<file path="src/rtl/hazard_controller_if.sv">
// Bundle between the rfetch/execute/memory stage registers and the
// hazard controller: match inputs, forwarding selects and pipeline control.
interface hazard_controller_if #(
    parameter int COUNT_W = 16
);
    logic                rfetch_v_i;
    logic [4:0]          rfetch_rs1_i;
    logic [4:0]          rfetch_rs2_i;
    logic                rfetch_rs1_used_i;
    logic                rfetch_rs2_used_i;
    logic                rfetch_mdu_v_i;
    logic                execute_v_i;
    logic [4:0]          execute_rd_i;
    logic                execute_wb_v_i;
    logic                execute_load_v_i;
    logic                memory_v_i;
    logic [4:0]          memory_rd_i;
    logic                memory_wb_v_i;
    logic                branch_taken_i;
    logic                mdu_done_i;
    logic                forwarding_execute_rs1_v;
    logic                forwarding_execute_rs2_v;
    logic                forwarding_memory_rs1_v;
    logic                forwarding_memory_rs2_v;
    logic                stall_o;
    logic                flush_o;
    logic                mdu_start_o;
    logic [1:0]          state_o;
    logic [COUNT_W-1:0]  stall_count_o;

    modport master (
        input  rfetch_v_i, rfetch_rs1_i, rfetch_rs2_i,
        input  rfetch_rs1_used_i, rfetch_rs2_used_i,
        input  rfetch_mdu_v_i,
        input  execute_v_i, execute_rd_i,
        input  execute_wb_v_i, execute_load_v_i,
        input  memory_v_i, memory_rd_i, memory_wb_v_i,
        input  branch_taken_i, mdu_done_i,
        output forwarding_execute_rs1_v,
        output forwarding_execute_rs2_v,
        output forwarding_memory_rs1_v,
        output forwarding_memory_rs2_v,
        output stall_o, flush_o, mdu_start_o,
        output state_o, stall_count_o
    );

    modport slave (
        output rfetch_v_i, rfetch_rs1_i, rfetch_rs2_i,
        output rfetch_rs1_used_i, rfetch_rs2_used_i,
        output rfetch_mdu_v_i,
        output execute_v_i, execute_rd_i,
        output execute_wb_v_i, execute_load_v_i,
        output memory_v_i, memory_rd_i, memory_wb_v_i,
        output branch_taken_i, mdu_done_i,
        input  forwarding_execute_rs1_v,
        input  forwarding_execute_rs2_v,
        input  forwarding_memory_rs1_v,
        input  forwarding_memory_rs2_v,
        input  stall_o, flush_o, mdu_start_o,
        input  state_o, stall_count_o
    );
endinterface

</file>
<file path="src/rtl/hazard_controller.sv">
// Execute-stage hazard controller: forwarding selects, load-use stalls,
// branch flushes and serialised MDU launch/wait.
module hazard_controller #(
    parameter int LOAD_STALL_CYCLES = 1,
    parameter int FLUSH_CYCLES      = 2,
    parameter int COUNT_W           = 16
) (
    input  logic                clk_i,
    input  logic                rst_ni,
    hazard_controller_if.master hz
);
    typedef enum logic [1:0] {
        RUN        = 2'd0,
        LOAD_STALL = 2'd1,
        FLUSH      = 2'd2,
        MDU_WAIT   = 2'd3
    } state_e;

    localparam int MAXC = (LOAD_STALL_CYCLES > FLUSH_CYCLES)
                        ? LOAD_STALL_CYCLES : FLUSH_CYCLES;
    localparam int CW   = (MAXC > 1) ? $clog2(MAXC + 1) : 1;

    state_e              state_q;
    state_e              state_d;
    logic [CW-1:0]       cnt_q;
    logic [CW-1:0]       cnt_d;
    logic [COUNT_W-1:0]  stall_cnt_q;

    logic exe_hit1;
    logic exe_hit2;
    logic mem_hit1;
    logic mem_hit2;
    logic exe_wr;
    logic mem_wr;
    logic hazard;
    logic branch;
    logic mdu_req;
    logic cnt_last;
    logic stall;
    logic flush;
    logic start;

    assign exe_wr = hz.execute_v_i & hz.execute_wb_v_i
                  & (hz.execute_rd_i != 5'd0);
    assign mem_wr = hz.memory_v_i & hz.memory_wb_v_i
                  & (hz.memory_rd_i != 5'd0);

    assign exe_hit1 = exe_wr & hz.rfetch_rs1_used_i
                    & (hz.execute_rd_i == hz.rfetch_rs1_i);
    assign exe_hit2 = exe_wr & hz.rfetch_rs2_used_i
                    & (hz.execute_rd_i == hz.rfetch_rs2_i);
    assign mem_hit1 = mem_wr & hz.rfetch_rs1_used_i
                    & (hz.memory_rd_i == hz.rfetch_rs1_i);
    assign mem_hit2 = mem_wr & hz.rfetch_rs2_used_i
                    & (hz.memory_rd_i == hz.rfetch_rs2_i);

    assign hazard  = hz.rfetch_v_i & hz.execute_load_v_i
                   & (exe_hit1 | exe_hit2);
    assign branch  = hz.branch_taken_i & hz.execute_v_i;
    assign mdu_req = hz.rfetch_v_i & hz.rfetch_mdu_v_i;
    assign cnt_last = (cnt_q <= CW'(1));

    always_comb begin
        state_d = state_q;
        cnt_d   = cnt_q;
        stall   = 1'b0;
        flush   = 1'b0;
        start   = 1'b0;
        unique case (state_q)
            RUN, LOAD_STALL: begin
                if (branch) begin
                    flush = 1'b1;
                    if (FLUSH_CYCLES > 1) begin
                        state_d = FLUSH;
                        cnt_d   = CW'(FLUSH_CYCLES - 1);
                    end else begin
                        state_d = RUN;
                    end
                end else if (state_q == LOAD_STALL) begin
                    stall = 1'b1;
                    if (cnt_last) state_d = RUN;
                    else          cnt_d   = cnt_q - CW'(1);
                end else if (hazard) begin
                    stall = 1'b1;
                    if (LOAD_STALL_CYCLES > 1) begin
                        state_d = LOAD_STALL;
                        cnt_d   = CW'(LOAD_STALL_CYCLES - 1);
                    end
                end else if (mdu_req) begin
                    start   = 1'b1;
                    stall   = 1'b1;
                    state_d = MDU_WAIT;
                end
            end
            FLUSH: begin
                flush = 1'b1;
                if (cnt_last) state_d = RUN;
                else          cnt_d   = cnt_q - CW'(1);
            end
            MDU_WAIT: begin
                if (hz.mdu_done_i) state_d = RUN;
                else               stall   = 1'b1;
            end
            default: state_d = RUN;
        endcase
    end

    always_ff @(posedge clk_i) begin
        if (!rst_ni) begin
            state_q     <= RUN;
            cnt_q       <= '0;
            stall_cnt_q <= '0;
        end else begin
            state_q <= state_d;
            cnt_q   <= cnt_d;
            if (stall && (stall_cnt_q != '1)) begin
                stall_cnt_q <= stall_cnt_q + 1'b1;
            end
        end
    end

    // Execute wins over memory; a load in execute has no result to forward yet.
    assign hz.forwarding_execute_rs1_v = rst_ni & exe_hit1
                                       & ~hz.execute_load_v_i;
    assign hz.forwarding_execute_rs2_v = rst_ni & exe_hit2
                                       & ~hz.execute_load_v_i;
    assign hz.forwarding_memory_rs1_v  = rst_ni & mem_hit1 & ~exe_hit1;
    assign hz.forwarding_memory_rs2_v  = rst_ni & mem_hit2 & ~exe_hit2;

    assign hz.stall_o       = rst_ni & stall;
    assign hz.flush_o       = rst_ni & flush;
    assign hz.mdu_start_o   = rst_ni & start;
    assign hz.state_o       = rst_ni ? state_q : 2'd0;
    assign hz.stall_count_o = rst_ni ? stall_cnt_q : '0;
endmodule

</file>
<file path="src/flat_wrapper.sv">
// flat-port wrapper written by rule: the top's interface ports become plain ports
module hazard_controller_flat 
#(
    parameter int LOAD_STALL_CYCLES = 1,
    parameter int FLUSH_CYCLES      = 2,
    parameter int COUNT_W           = 16
)
  (clk_i, rst_ni, hz_rfetch_v_i, hz_rfetch_rs1_i, hz_rfetch_rs2_i, hz_rfetch_rs1_used_i, hz_rfetch_rs2_used_i, hz_rfetch_mdu_v_i, hz_execute_v_i, hz_execute_rd_i, hz_execute_wb_v_i, hz_execute_load_v_i, hz_memory_v_i, hz_memory_rd_i, hz_memory_wb_v_i, hz_branch_taken_i, hz_mdu_done_i, hz_forwarding_execute_rs1_v, hz_forwarding_execute_rs2_v, hz_forwarding_memory_rs1_v, hz_forwarding_memory_rs2_v, hz_stall_o, hz_flush_o, hz_mdu_start_o, hz_state_o, hz_stall_count_o);
  hazard_controller_if #(.COUNT_W(COUNT_W)) hz_i ();
  input  logic clk_i;
  input  logic rst_ni;
  input wire logic [$bits(hz_i.rfetch_v_i)-1:0] hz_rfetch_v_i;
  input wire logic [$bits(hz_i.rfetch_rs1_i)-1:0] hz_rfetch_rs1_i;
  input wire logic [$bits(hz_i.rfetch_rs2_i)-1:0] hz_rfetch_rs2_i;
  input wire logic [$bits(hz_i.rfetch_rs1_used_i)-1:0] hz_rfetch_rs1_used_i;
  input wire logic [$bits(hz_i.rfetch_rs2_used_i)-1:0] hz_rfetch_rs2_used_i;
  input wire logic [$bits(hz_i.rfetch_mdu_v_i)-1:0] hz_rfetch_mdu_v_i;
  input wire logic [$bits(hz_i.execute_v_i)-1:0] hz_execute_v_i;
  input wire logic [$bits(hz_i.execute_rd_i)-1:0] hz_execute_rd_i;
  input wire logic [$bits(hz_i.execute_wb_v_i)-1:0] hz_execute_wb_v_i;
  input wire logic [$bits(hz_i.execute_load_v_i)-1:0] hz_execute_load_v_i;
  input wire logic [$bits(hz_i.memory_v_i)-1:0] hz_memory_v_i;
  input wire logic [$bits(hz_i.memory_rd_i)-1:0] hz_memory_rd_i;
  input wire logic [$bits(hz_i.memory_wb_v_i)-1:0] hz_memory_wb_v_i;
  input wire logic [$bits(hz_i.branch_taken_i)-1:0] hz_branch_taken_i;
  input wire logic [$bits(hz_i.mdu_done_i)-1:0] hz_mdu_done_i;
  output wire logic [$bits(hz_i.forwarding_execute_rs1_v)-1:0] hz_forwarding_execute_rs1_v;
  output wire logic [$bits(hz_i.forwarding_execute_rs2_v)-1:0] hz_forwarding_execute_rs2_v;
  output wire logic [$bits(hz_i.forwarding_memory_rs1_v)-1:0] hz_forwarding_memory_rs1_v;
  output wire logic [$bits(hz_i.forwarding_memory_rs2_v)-1:0] hz_forwarding_memory_rs2_v;
  output wire logic [$bits(hz_i.stall_o)-1:0] hz_stall_o;
  output wire logic [$bits(hz_i.flush_o)-1:0] hz_flush_o;
  output wire logic [$bits(hz_i.mdu_start_o)-1:0] hz_mdu_start_o;
  output wire logic [$bits(hz_i.state_o)-1:0] hz_state_o;
  output wire logic [$bits(hz_i.stall_count_o)-1:0] hz_stall_count_o;
  assign hz_i.rfetch_v_i = hz_rfetch_v_i;
  assign hz_i.rfetch_rs1_i = hz_rfetch_rs1_i;
  assign hz_i.rfetch_rs2_i = hz_rfetch_rs2_i;
  assign hz_i.rfetch_rs1_used_i = hz_rfetch_rs1_used_i;
  assign hz_i.rfetch_rs2_used_i = hz_rfetch_rs2_used_i;
  assign hz_i.rfetch_mdu_v_i = hz_rfetch_mdu_v_i;
  assign hz_i.execute_v_i = hz_execute_v_i;
  assign hz_i.execute_rd_i = hz_execute_rd_i;
  assign hz_i.execute_wb_v_i = hz_execute_wb_v_i;
  assign hz_i.execute_load_v_i = hz_execute_load_v_i;
  assign hz_i.memory_v_i = hz_memory_v_i;
  assign hz_i.memory_rd_i = hz_memory_rd_i;
  assign hz_i.memory_wb_v_i = hz_memory_wb_v_i;
  assign hz_i.branch_taken_i = hz_branch_taken_i;
  assign hz_i.mdu_done_i = hz_mdu_done_i;
  assign hz_forwarding_execute_rs1_v = hz_i.forwarding_execute_rs1_v;
  assign hz_forwarding_execute_rs2_v = hz_i.forwarding_execute_rs2_v;
  assign hz_forwarding_memory_rs1_v = hz_i.forwarding_memory_rs1_v;
  assign hz_forwarding_memory_rs2_v = hz_i.forwarding_memory_rs2_v;
  assign hz_stall_o = hz_i.stall_o;
  assign hz_flush_o = hz_i.flush_o;
  assign hz_mdu_start_o = hz_i.mdu_start_o;
  assign hz_state_o = hz_i.state_o;
  assign hz_stall_count_o = hz_i.stall_count_o;
  hazard_controller #(.LOAD_STALL_CYCLES(LOAD_STALL_CYCLES), .FLUSH_CYCLES(FLUSH_CYCLES), .COUNT_W(COUNT_W)) u_core (.clk_i(clk_i), .rst_ni(rst_ni), .hz(hz_i));
endmodule
</file>
<file path="config.mk">
export PLATFORM = sky130hd
export DESIGN_NAME = hazard_controller_flat
export DESIGN_NICKNAME = d
export VERILOG_FILES = /design/src/rtl/hazard_controller_if.sv /design/src/rtl/hazard_controller.sv /design/src/flat_wrapper.sv
export SDC_FILE = /design/constraint.sdc
export NUM_CORES = 1
export LEC_CHECK = 0
export ABC_AREA = 0
export BUFFER_PORTS_ARGS = -buffer_cell sky130_fd_sc_hd__buf_2
export CORE_ASPECT_RATIO = 0.5
export CORE_MARGIN = 1.5
export CORE_UTILIZATION = 49
export CTS_CLUSTER_DIAMETER = 30
export DETAILED_ROUTE_END_ITERATION = 12
export HOLD_SLACK_MARGIN = 0.06
export PLACE_DENSITY = 0.87
export REMOVE_ABC_BUFFERS = 1
export SYNTH_ARGS = -nofsm -noshare
export SYNTH_HDL_FRONTEND = slang
export SYNTH_SLANG_ARGS = --single-unit
</file>
<file path="constraint.sdc">
create_clock -name clk_i -period 2.3 [get_ports clk_i]
set_input_delay 0.345 -clock clk_i [delete_from_list [all_inputs] [get_ports clk_i]]
set_output_delay 0.345 -clock clk_i [all_outputs]
set_load 0.01 [all_outputs]
</file>
==> results_dict.tcl, run 1 <==
set metrics [dict create \
    status "finished clean" \
    synth_ff_type "dfxtp_1" \
    grt_pass1_vias 1546 \
    wire_per_inst_um 14.9 \
    slowest_delay_ns 0.27 \
    cp_top_family "simple AND/OR/NAND/NOR gates" \
    io_pins 58 \
    clkPwrFrac_pct 39.3 \
    dp_hpwl_um 3300 \
    root_buffer "clkbuf_8" \
    required_ns 1.96 \
    ys_types 44 \
    die_x_um 82.3 \
    viasPerCell 5.71 \
    synth_top_area_cell "dfxtp_1" \
    wl_um 4400 \
    cts_buffers 3 \
    ys_ff_latch 20 \
    gp_congestion 0.883 \
    finalWorstSetupSlack_ns 0.0715 \
    hold_viol 0 \
    grt_pass1_wl_um 6800 \
    min_period_ns 2.23 \
    fillers 241 \
    netlist_instances 187 \
    start_util_pct 51.4 \
    tightestPinTransition_ns 0.521 \
    finalSetupViolCount 0 \
    critical_path.slowest_cell "nor4_1" \
    grt_start_max_net_pins 24 \
    slew_headroom_pct 65.2 \
    place_ws_ns -0.0231 \
    antenna_found_initial 0 \
    die_y_um 42.6 \
    switchingPower_w 0.000246 \
    start_kind "input port" \
    p_leak_nw 0.952 \
    drt-initial-drc-count 106 \
    core-area_sq_um 3000 \
    powerDensity_nw_per_um2 449 \
    vias 1691 \
    nets 293 \
    path_buf_inv 2 \
    switching_share_pct 26.7 \
    post-route-period-util_pct 96.9 \
    synth_edf_count 0 \
    io_buffer_count 57 \
    synth.top_cell.area_share_pct 26.0 \
    crit_chain "buf_2, xor2_1, nor4_1, and3_1, o2111ai_2, and4b_1, and3_1, buf_2" \
    drt_first_pass_iters 4 \
    multi_input_area_sq_um 1120 \
    yosysSeqAreaShare_pct 26.0 \
    n_antenna_cell 0 \
    whs_ns 0.491 \
    drv_cap 0 \
    cts_hold_buf 0 \
    syn_area_per_cell_sq_um 8.24 \
    worstHoldPathType "reg -> reg" \
    clock_latency_ns 0.26 \
    irDropWorstVdd_v 0.000280 \
    h-tree-depth 1 \
    max_freq_mhz 449 \
    cts_max_path_buffers 2 \
    dieArea_sq_um 3510 \
    cts_tree "yes" \
    power_frac_seq_pct 39.6 \
    final-seq-area_sq_um 402 \
    rows 14 \
    crit_path_end_kind "output port" \
    synth_area_sq_um 1540 \
    drcViolationCount 0 \
    most-common-layout-cells "buf_2 (56), nor2_1 (23), and2_1 (19), dfxtp_1 (19), xor2_1 (17)" \
    internal_power_w 0.000675 \
    grtUsageTotal_pct 25.3 \
    synthArstFlopShare_pct 0 \
    synth_warnings 0 \
    clock_sinks 20 \
    critPathKind "in -> out" \
    combPwrFrac_pct 21.1 \
    slew_viol_final 0 \
    drive_gt1_share_pct 35.9 \
    final_common_cell "buf_2" \
    grt-ovfl-total 0 \
    clk_pin_slew_worst_paths_ns 0.08 \
    syn_to_final_growth_pct 33.3 \
    synthTopCellsByArea "dfxtp_1 (26%), xor2_1 (9.7%), and2_1 (7.7%), xnor2_1 (5.7%), nor2_1 (5.6%)" \
    arrival_ns 1.88 \
    crit_fanout 3 \
    ant_nets 0 \
    clock_skew_ns 0.00329 \
]
## synth_stat cells (all sizes together) (2+ instances only)
library cell,number
nor2,23
dfxtp,20
and2,19
xor2,17
nand2,16
xnor2,10
and3,8
mux2,7
nand3,6
a211oi,5
a21oi,5
and4,4
inv,4
nor4,4
a2111oi,3
buf,3
clkbuf,3
ha,3
o2111ai,3
a22oi,2
and4b,2
nand4,2
nor3,2
o31ai,2
## logic make-up after synthesis
kind of cell / synth area share, %
flops: 26.0
fa+ha+maj: 2.44
simple gates: 31.0
xor+xnor: 15.4
mux: 5.12
compound gates: 17.1
buf+inv: 3.00
## power groups by stage
stage,Combinational [W],Sequential [W],Clock [W]
floorplan,0.0000925,0.000372,0
global placement,0.000177,0.000372,0
detailed placement,0.000186,0.000373,0
CTS,0.000188,0.000365,0.000361
global route,0.000213,0.000367,0.000379
finish,0.000194,0.000365,0.000362
## flip-flops by register name, summed over array words and instances (netlist names)
signal	flops
u_core.cnt_q	2
u_core.state_q	2
u_core.stall_cnt_q	16
## final cells by class
| cell class | instances | area share (%) |
|---|---|---|
| tap | 40 | 2.44 |
| clock buffer | 3 | 2.01 |
| inverter | 4 | 0.731 |
| sequential | 20 | 19.6 |
| clock inverter | 1 | 1.46 |
| timing repair buffer | 71 | 19.3 |
| multi-input combinational | 157 | 54.5 |
## metrics by stage
step | std cells | utilization, % | power (W) | cell area, sq um | TNS, ns
5_1_grt | 296 | 68.5 | 0.000959 | 2050 | -0.0111
4_1_cts | 295 | 67.2 | 0.000914 | 2010 | 0
6_report | 296 | 68.5 | 0.000922 | 2050 | 0
3_3_place_gp | 291 | 64.8 | 0.000549 | 1940 | 0
3_5_place_dp | 291 | 64.8 | 0.000559 | 1940 | -0.0480
2_1_floorplan | 181 | - | 0.000464 | 1510 | 0
## routing by layer
layer	global-route usage (%)	vias to the layer above	routed length [um]
met3	6.09	14	283
met2	44.6	72	2100
met4	8.47	0	88
met1	29.9	794	1930
met5	0	-	0
li1	-	811	-
## worst reg2reg max path, stage by stage, from the launching register on
cell      delay, ns
dfxtp_2        0.34
ha_2           0.18
and4_1         0.20
and4_4         0.20
and4b_4        0.35
o211ai_4       0.11
a21boi_2       0.22
and3_1         0.19
mux2_1         0.31
## worst paths after layout
check	to	slack, ns	start	cells after the start
worst max-delay path	hz_mdu_start_o	0.07	hz_execute_rd_i[2]	8
worst min-delay path	u_core.stall_cnt_q[1]	0.49	u_core.stall_cnt_q[1]	2
worst max register to register	u_core.stall_cnt_q[4]	0.09	u_core.stall_cnt_q[1]	8
worst min register to register	u_core.stall_cnt_q[1]	0.49	u_core.stall_cnt_q[1]	2
## repair_timing
| action | CTS | global route |
|---|---|---|
| buffers inserted | 0 | 1 |
| setup endpoints to repair | 0 | 11 |
| resized for setup | 0 | 6 |
Note: power is estimated with default switching activity, not from simulation.
==> inputs of run 2 (changes only) <==
--- a/config.mk
+++ b/config.mk
@@ -6,14 +6,14 @@
 export NUM_CORES = 1
 export LEC_CHECK = 0
 export ABC_AREA = 0
-export BUFFER_PORTS_ARGS = -buffer_cell sky130_fd_sc_hd__buf_2
+export BUFFER_PORTS_ARGS = -buffer_cell sky130_fd_sc_hd__buf_4
 export CORE_ASPECT_RATIO = 0.5
 export CORE_MARGIN = 1.5
 export CORE_UTILIZATION = 49
 export CTS_CLUSTER_DIAMETER = 30
 export DETAILED_ROUTE_END_ITERATION = 12
 export HOLD_SLACK_MARGIN = 0.06
-export PLACE_DENSITY = 0.87
+export PLACE_DENSITY = 0.8
 export REMOVE_ABC_BUFFERS = 1
 export SYNTH_ARGS = -nofsm -noshare
 export SYNTH_HDL_FRONTEND = slang
==> constraint.sdc (replaced) <==
create_clock -name clk_i -period 2.3 [get_ports clk_i]
set_input_delay 0.345 -clock clk_i [delete_from_list [all_inputs] [get_ports clk_i]]
set_output_delay 0.345 -clock clk_i [all_outputs]
set_load 0.02 [all_outputs]
==> run 2 against run 1 <==
First-iteration DRC count shrank 42%. Maximum frequency down 1.1%. Non-clock buffer count is 1 lower. Sequential share of layout area shrank 1.0 points. Register-to-register slack is essentially flat. Via count decreased by 4.1%. Combinational power up 9%. Routed wire length shrank 7.3%. Design area rose by 5.6%. Sequential power about the same. Worst hold slack worse by 0.057 ns.
==> results_dict.tcl, run 2 (synthesized netlist as in run 1, its figures left out) <==
set metrics [dict create \
    slew_viol_final 0 \
    layout_top_registers "u_core.stall_cnt_q: 16 flops, u_core.cnt_q: 2 flops, u_core.state_q: 2 flops" \
    grt_pass1_vias 1512 \
    start_util_pct 51.4 \
    wire_per_inst_um 13.8 \
    powerDensity_nw_per_um2 431 \
    slowest_delay_ns 0.31 \
    critical_path.slowest_cell "nor4_1" \
    cts_hold_buf 0 \
    clk_pin_slew_worst_paths_ns 0.08 \
    grtUsageTotal_pct 23.8 \
    drt-initial-drc-count 62 \
    holdPathEnd "u_core.state_q[0]" \
    finalWorstSetupSlack_ns 0.0470 \
    crit_fanout 3 \
    cp_top_family "simple AND/OR/NAND/NOR gates" \
    finalSetupViolCount 0 \
    most-common-layout-cells "buf_4 (70), nor2_1 (23), and2_1 (19), dfxtp_1 (19), xor2_1 (17)" \
    arrival_ns 1.91 \
    min_period_ns 2.25 \
    hold_viol 0 \
    io_pins 58 \
    path_buf_inv 2 \
    core-area_sq_um 3000 \
    top_register "u_core.stall_cnt_q" \
    final_common_cell "buf_4" \
    clock_latency_ns 0.26 \
    ant_nets 0 \
    rows 14 \
    crit_path_end_kind "output port" \
    worstHoldPathType "in -> reg" \
    drive_gt1_share_pct 35.7 \
    nets 292 \
    min_path_cells 3 \
    clock_skew_ns 0.000812 \
    status "finished clean" \
    largest_register_ffs 16 \
    irDropWorstVdd_v 0.000240 \
    clock_sinks 20 \
    io_buffer_count 57 \
    max_freq_mhz 444 \
    root_buffer "clkbuf_8" \
    grt-ovfl-total 0 \
    min-delay-start "rst_ni" \
    reg2reg_depth 8 \
    die_x_um 82.3 \
    required_ns 1.96 \
    wl_um 4080 \
    vias 1621 \
    h-tree-depth 1 \
    whs_ns 0.433 \
    drt_first_pass_iters 4 \
    die_y_um 42.6 \
    dieArea_sq_um 3510 \
    slew_headroom_pct 67.2 \
    cts_max_path_buffers 2 \
    dp_hpwl_um 3180 \
    p_leak_nw 0.969 \
    grt_pass1_wl_um 6510 \
    drv_cap 0 \
    gp_congestion 0.851 \
    viasPerCell 5.49 \
    tightestPinTransition_ns 0.491 \
    critPathKind "in -> out" \
    syn_to_final_growth_pct 40.8 \
    crit_chain "buf_4, xor2_1, nor4_1, and3_1, o2111ai_1, and4b_1, and3_1, buf_4" \
    reg2reg_from "u_core.stall_cnt_q[1]" \
    cts_buffers 3 \
    n_antenna_cell 0 \
    place_ws_ns 0.0125 \
    stdcell_count 295 \
    post-route-period-util_pct 98.0 \
    drcViolationCount 0 \
    reg2reg_to "u_core.stall_cnt_q[4]" \
    cts_tree "yes" \
    finalPower_w 0.000935 \
    regToRegSetupSlack_ns 0.10 \
    grt_start_max_net_pins 24 \
    start_kind "input port" \
    antenna_found_initial 0 \
    place_inst 290 \
]
[run 2: layout make-up]
class                   instances  area (sq um)
inverters                       4          15.0
well taps                      40          50.0
multi-input cells             157          1100
repair buffers                 70           526
fillers                       227           827
flip-flops and latches         20           402
clock inverters                 1          30.0
clock buffers                   3          41.3
[run 2: worst max path at each step]
stage	startpoint	to	slack [ns]	cells past startpoint
global placement	hz_execute_rd_i[1]	u_core.stall_cnt_q[10]	0.03	8
floorplan	hz_execute_rd_i[1]	u_core.stall_cnt_q[10]	0.18	7
finish	hz_execute_rd_i[2]	hz_mdu_start_o	0.05	8
CTS	hz_execute_rd_i[3]	hz_mdu_start_o	0.05	8
global route	hz_execute_rd_i[3]	hz_mdu_start_o	-0.005	8
detailed placement	hz_execute_rd_i[1]	u_core.stall_cnt_q[10]	0.01	8
[run 2: metrics by stage]
stage / util, % / setup TNS, ns / cell area (sq um)
after floorplan: - / 0 / 1510
after global placement: 69.3 / 0 / 2080
after detailed placement: 69.3 / 0 / 2080
after CTS: 71.7 / 0 / 2150
after global routing: 72.4 / -0.00532 / 2170
final: 72.4 / 0 / 2170
[run 2: metal layers]
layer | track usage (%) | share of wire [%] | vias to the layer above | routed length (um)
met4 | 5.76 | 0.69 | 0 | 28
li1 | - | - | 804 | -
met2 | 39.3 | 49 | 61 | 1990
met1 | 31.8 | 43 | 750 | 1750
met3 | 4.57 | 7.6 | 6 | 309
met5 | 0 | 0 | - | 0
[run 2: repair_timing]
item | 4_1_cts | 5_1_grt
setup endpoints to repair | 0 | 9
gates resized for setup | 0 | 4
buffers inserted | 0 | 1
[run 2: worst register-to-register path, cell delays in order (launching register included)]
cell and delay [ns]:
dfxtp_2 0.35, ha_2 0.19, and4_1 0.19, and4_4 0.19, and4b_4 0.33, o211ai_4 0.11
a21boi_2 0.22, and3_4 0.20, mux2_1 0.31
[run 2: where the power goes]
part | internal, W | switching [W] | leakage, nW
combinational | 0.000105 | 0.000105 | 0.771
sequential | 0.000355 | 0.0000115 | 0.162
clock | 0.000232 | 0.000126 | 0.0357
total | 0.000692 | 0.000243 | 0.969
==> inputs of run 3 (changes only) <==
--- a/config.mk
+++ b/config.mk
@@ -14,6 +14,7 @@
 export DETAILED_ROUTE_END_ITERATION = 12
 export HOLD_SLACK_MARGIN = 0.06
 export PLACE_DENSITY = 0.8
+export RECOVER_POWER = 50
 export REMOVE_ABC_BUFFERS = 1
 export SYNTH_ARGS = -nofsm -noshare
 export SYNTH_HDL_FRONTEND = slang
==> run 3 against run 2 <==
Maximum frequency about the same. Worst setup slack better by 0.0016 ns. Design area down 0.17%. Global-route usage unchanged. Sequential power about the same. Die area unchanged. Critical path depth unchanged.
==> results_dict.tcl, run 3 (synthesized netlist as in run 1, its figures left out) <==
set metrics [dict create \
    reg2reg_to "u_core.stall_cnt_q[4]" \
    clkPwrFrac_pct 38.4 \
    start_util_pct 51.4 \
    die_x_um 82.3 \
    required_ns 1.96 \
    min_period_ns 2.25 \
    p_leak_nw 0.966 \
    cts_max_path_buffers 2 \
    antenna_found_initial 0 \
    whs_ns 0.435 \
    critPathKind "in -> out" \
    drt_first_pass_iters 4 \
    cts_buffers 3 \
    switchingPower_w 0.000243 \
    ant_nets 0 \
    switching_share_pct 26.0 \
    rows 14 \
    regToRegSetupSlack_ns 0.09 \
    holdPathEnd "u_core.state_q[0]" \
    syn_to_final_growth_pct 40.5 \
    final-seq-area_sq_um 402 \
    reg2reg_from "u_core.stall_cnt_q[1]" \
    cts_tree "yes" \
    dr_wl_met2_um 2010 \
    max_freq_mhz 444 \
    final_common_cell "buf_4" \
    irDropWorstVdd_v 0.000239 \
    finalWorstSetupSlack_ns 0.0485 \
    stdcell_count 295 \
    gp_congestion 0.851 \
    multi_input_area_sq_um 1100 \
    nets 292 \
    reg2reg_depth 8 \
    slew_headroom_pct 66.7 \
    dp_hpwl_um 3180 \
    worstHoldPathType "in -> reg" \
    grt_pass1_wl_um 6510 \
    vias 1616 \
    crit_fanout 3 \
    io_buffer_count 57 \
    grt_pass1_vias 1512 \
    finalPower_w 0.000934 \
    place_ws_ns 0.0125 \
    clock_sinks 20 \
    highest-signal-layer "met4" \
    grt-ovfl-total 0 \
    die_y_um 42.6 \
    root_buffer "clkbuf_8" \
    clk_pin_slew_worst_paths_ns 0.08 \
    most-common-layout-cells "buf_4 (69), nor2_1 (23), and2_1 (19), dfxtp_1 (19), xor2_1 (17)" \
    finalSetupViolCount 0 \
    wire_per_inst_um 13.8 \
    arrival_ns 1.91 \
    min_path_cells 3 \
    fin_util_pct 72.3 \
    grt_start_max_net_pins 24 \
    core-area_sq_um 3000 \
    clock_skew_ns 0.00137 \
    n_antenna_cell 0 \
    viasPerCell 5.48 \
    met3_length_um 261 \
    combPwrFrac_pct 22.4 \
    place_inst 290 \
    layout_top_registers "u_core.stall_cnt_q: 16 flops, u_core.cnt_q: 2 flops, u_core.state_q: 2 flops" \
    wl_um 4080 \
    grtUsageTotal_pct 23.8 \
    start_kind "input port" \
    hold_viol 0 \
    clock_latency_ns 0.26 \
    fillers 227 \
    drt-initial-drc-count 64 \
    internal_power_w 0.000691 \
    min-delay-start "rst_ni" \
    h-tree-depth 1 \
    tightestPinTransition_ns 0.498 \
    dieArea_sq_um 3510 \
    powerDensity_nw_per_um2 431 \
    crit_path_end_kind "output port" \
    io_pins 58 \
    top_register "u_core.stall_cnt_q" \
    largest_register_ffs 16 \
    power_frac_seq_pct 39.2 \
    slew_viol_final 0 \
    post-route-period-util_pct 97.9 \
    wl_met1_um 1790 \
    drv_cap 0 \
    drive_gt1_share_pct 35.3 \
    drcViolationCount 0 \
    status "finished clean" \
]
==> run 3: changes by cell type in the layout (fill, tap and decap cells not counted), sizes merged <==
cell / delta
buf: -1
clkbuf: +1
==> run 3: worst max-delay path: stages <==
cell	delay, ns
buf_4	0.13
xor2_1	0.15
nor4_1	0.31
and3_1	0.23
o2111ai_1	0.13
and4b_1	0.27
and3_1	0.19
buf_4	0.15
==> run 3: layout make-up <==
class	count	share of cell area, %
clock buffer	3	1.91
clock inverter	1	1.39
inverter	4	0.694
multi-input combinational	157	51.0
sequential	20	18.6
tap	40	2.31
timing repair buffer	70	24.1
==> run 3: per-stage QoR <==
| stage | TNS (ns) | area (sq um) |
|---|---|---|
| after global placement | 0 | 2080 |
| after CTS | 0 | 2150 |
| after global routing | -0.0184 | 2160 |
| after detailed placement | 0 | 2080 |
| final | 0 | 2160 |
| after floorplan | 0 | 1510 |
==> run 3: what timing repair did <==
item,4_1_cts,5_1_grt
hold buffers,0,0
resized for setup,0,4
buffers inserted,0,1
setup endpoints to repair,0,9
==> run 3: worst max path at each step <==
stage                                      from                endpoint  slack, ns
after floorplan              hz_execute_rd_i[1]  u_core.stall_cnt_q[10]       0.18
after global placement       hz_execute_rd_i[1]  u_core.stall_cnt_q[10]       0.03
after detailed placement     hz_execute_rd_i[1]  u_core.stall_cnt_q[10]       0.01
after CTS                    hz_execute_rd_i[3]          hz_mdu_start_o       0.05
after global routing      u_core.stall_cnt_q[1]   u_core.stall_cnt_q[4]      -0.01
final                        hz_execute_rd_i[2]          hz_mdu_start_o       0.05
==> run 3: metal layers <==
metal,vias up,GRT usage (%)
li1,805,-
met1,753,31.8
met2,54,39.3
met3,4,4.57
met4,0,5.76
met5,-,0
==> run 3: power groups by stage <==
stage / Sequential (W) / Clock, W / Combinational, W
after global placement: 0.000372 / 0 / 0.000200
after detailed placement: 0.000373 / 0 / 0.000207
after global routing: 0.000368 / 0.000375 / 0.000229
final: 0.000366 / 0.000359 / 0.000209
after floorplan: 0.000372 / 0 / 0.0000973
after CTS: 0.000365 / 0.000364 / 0.000208
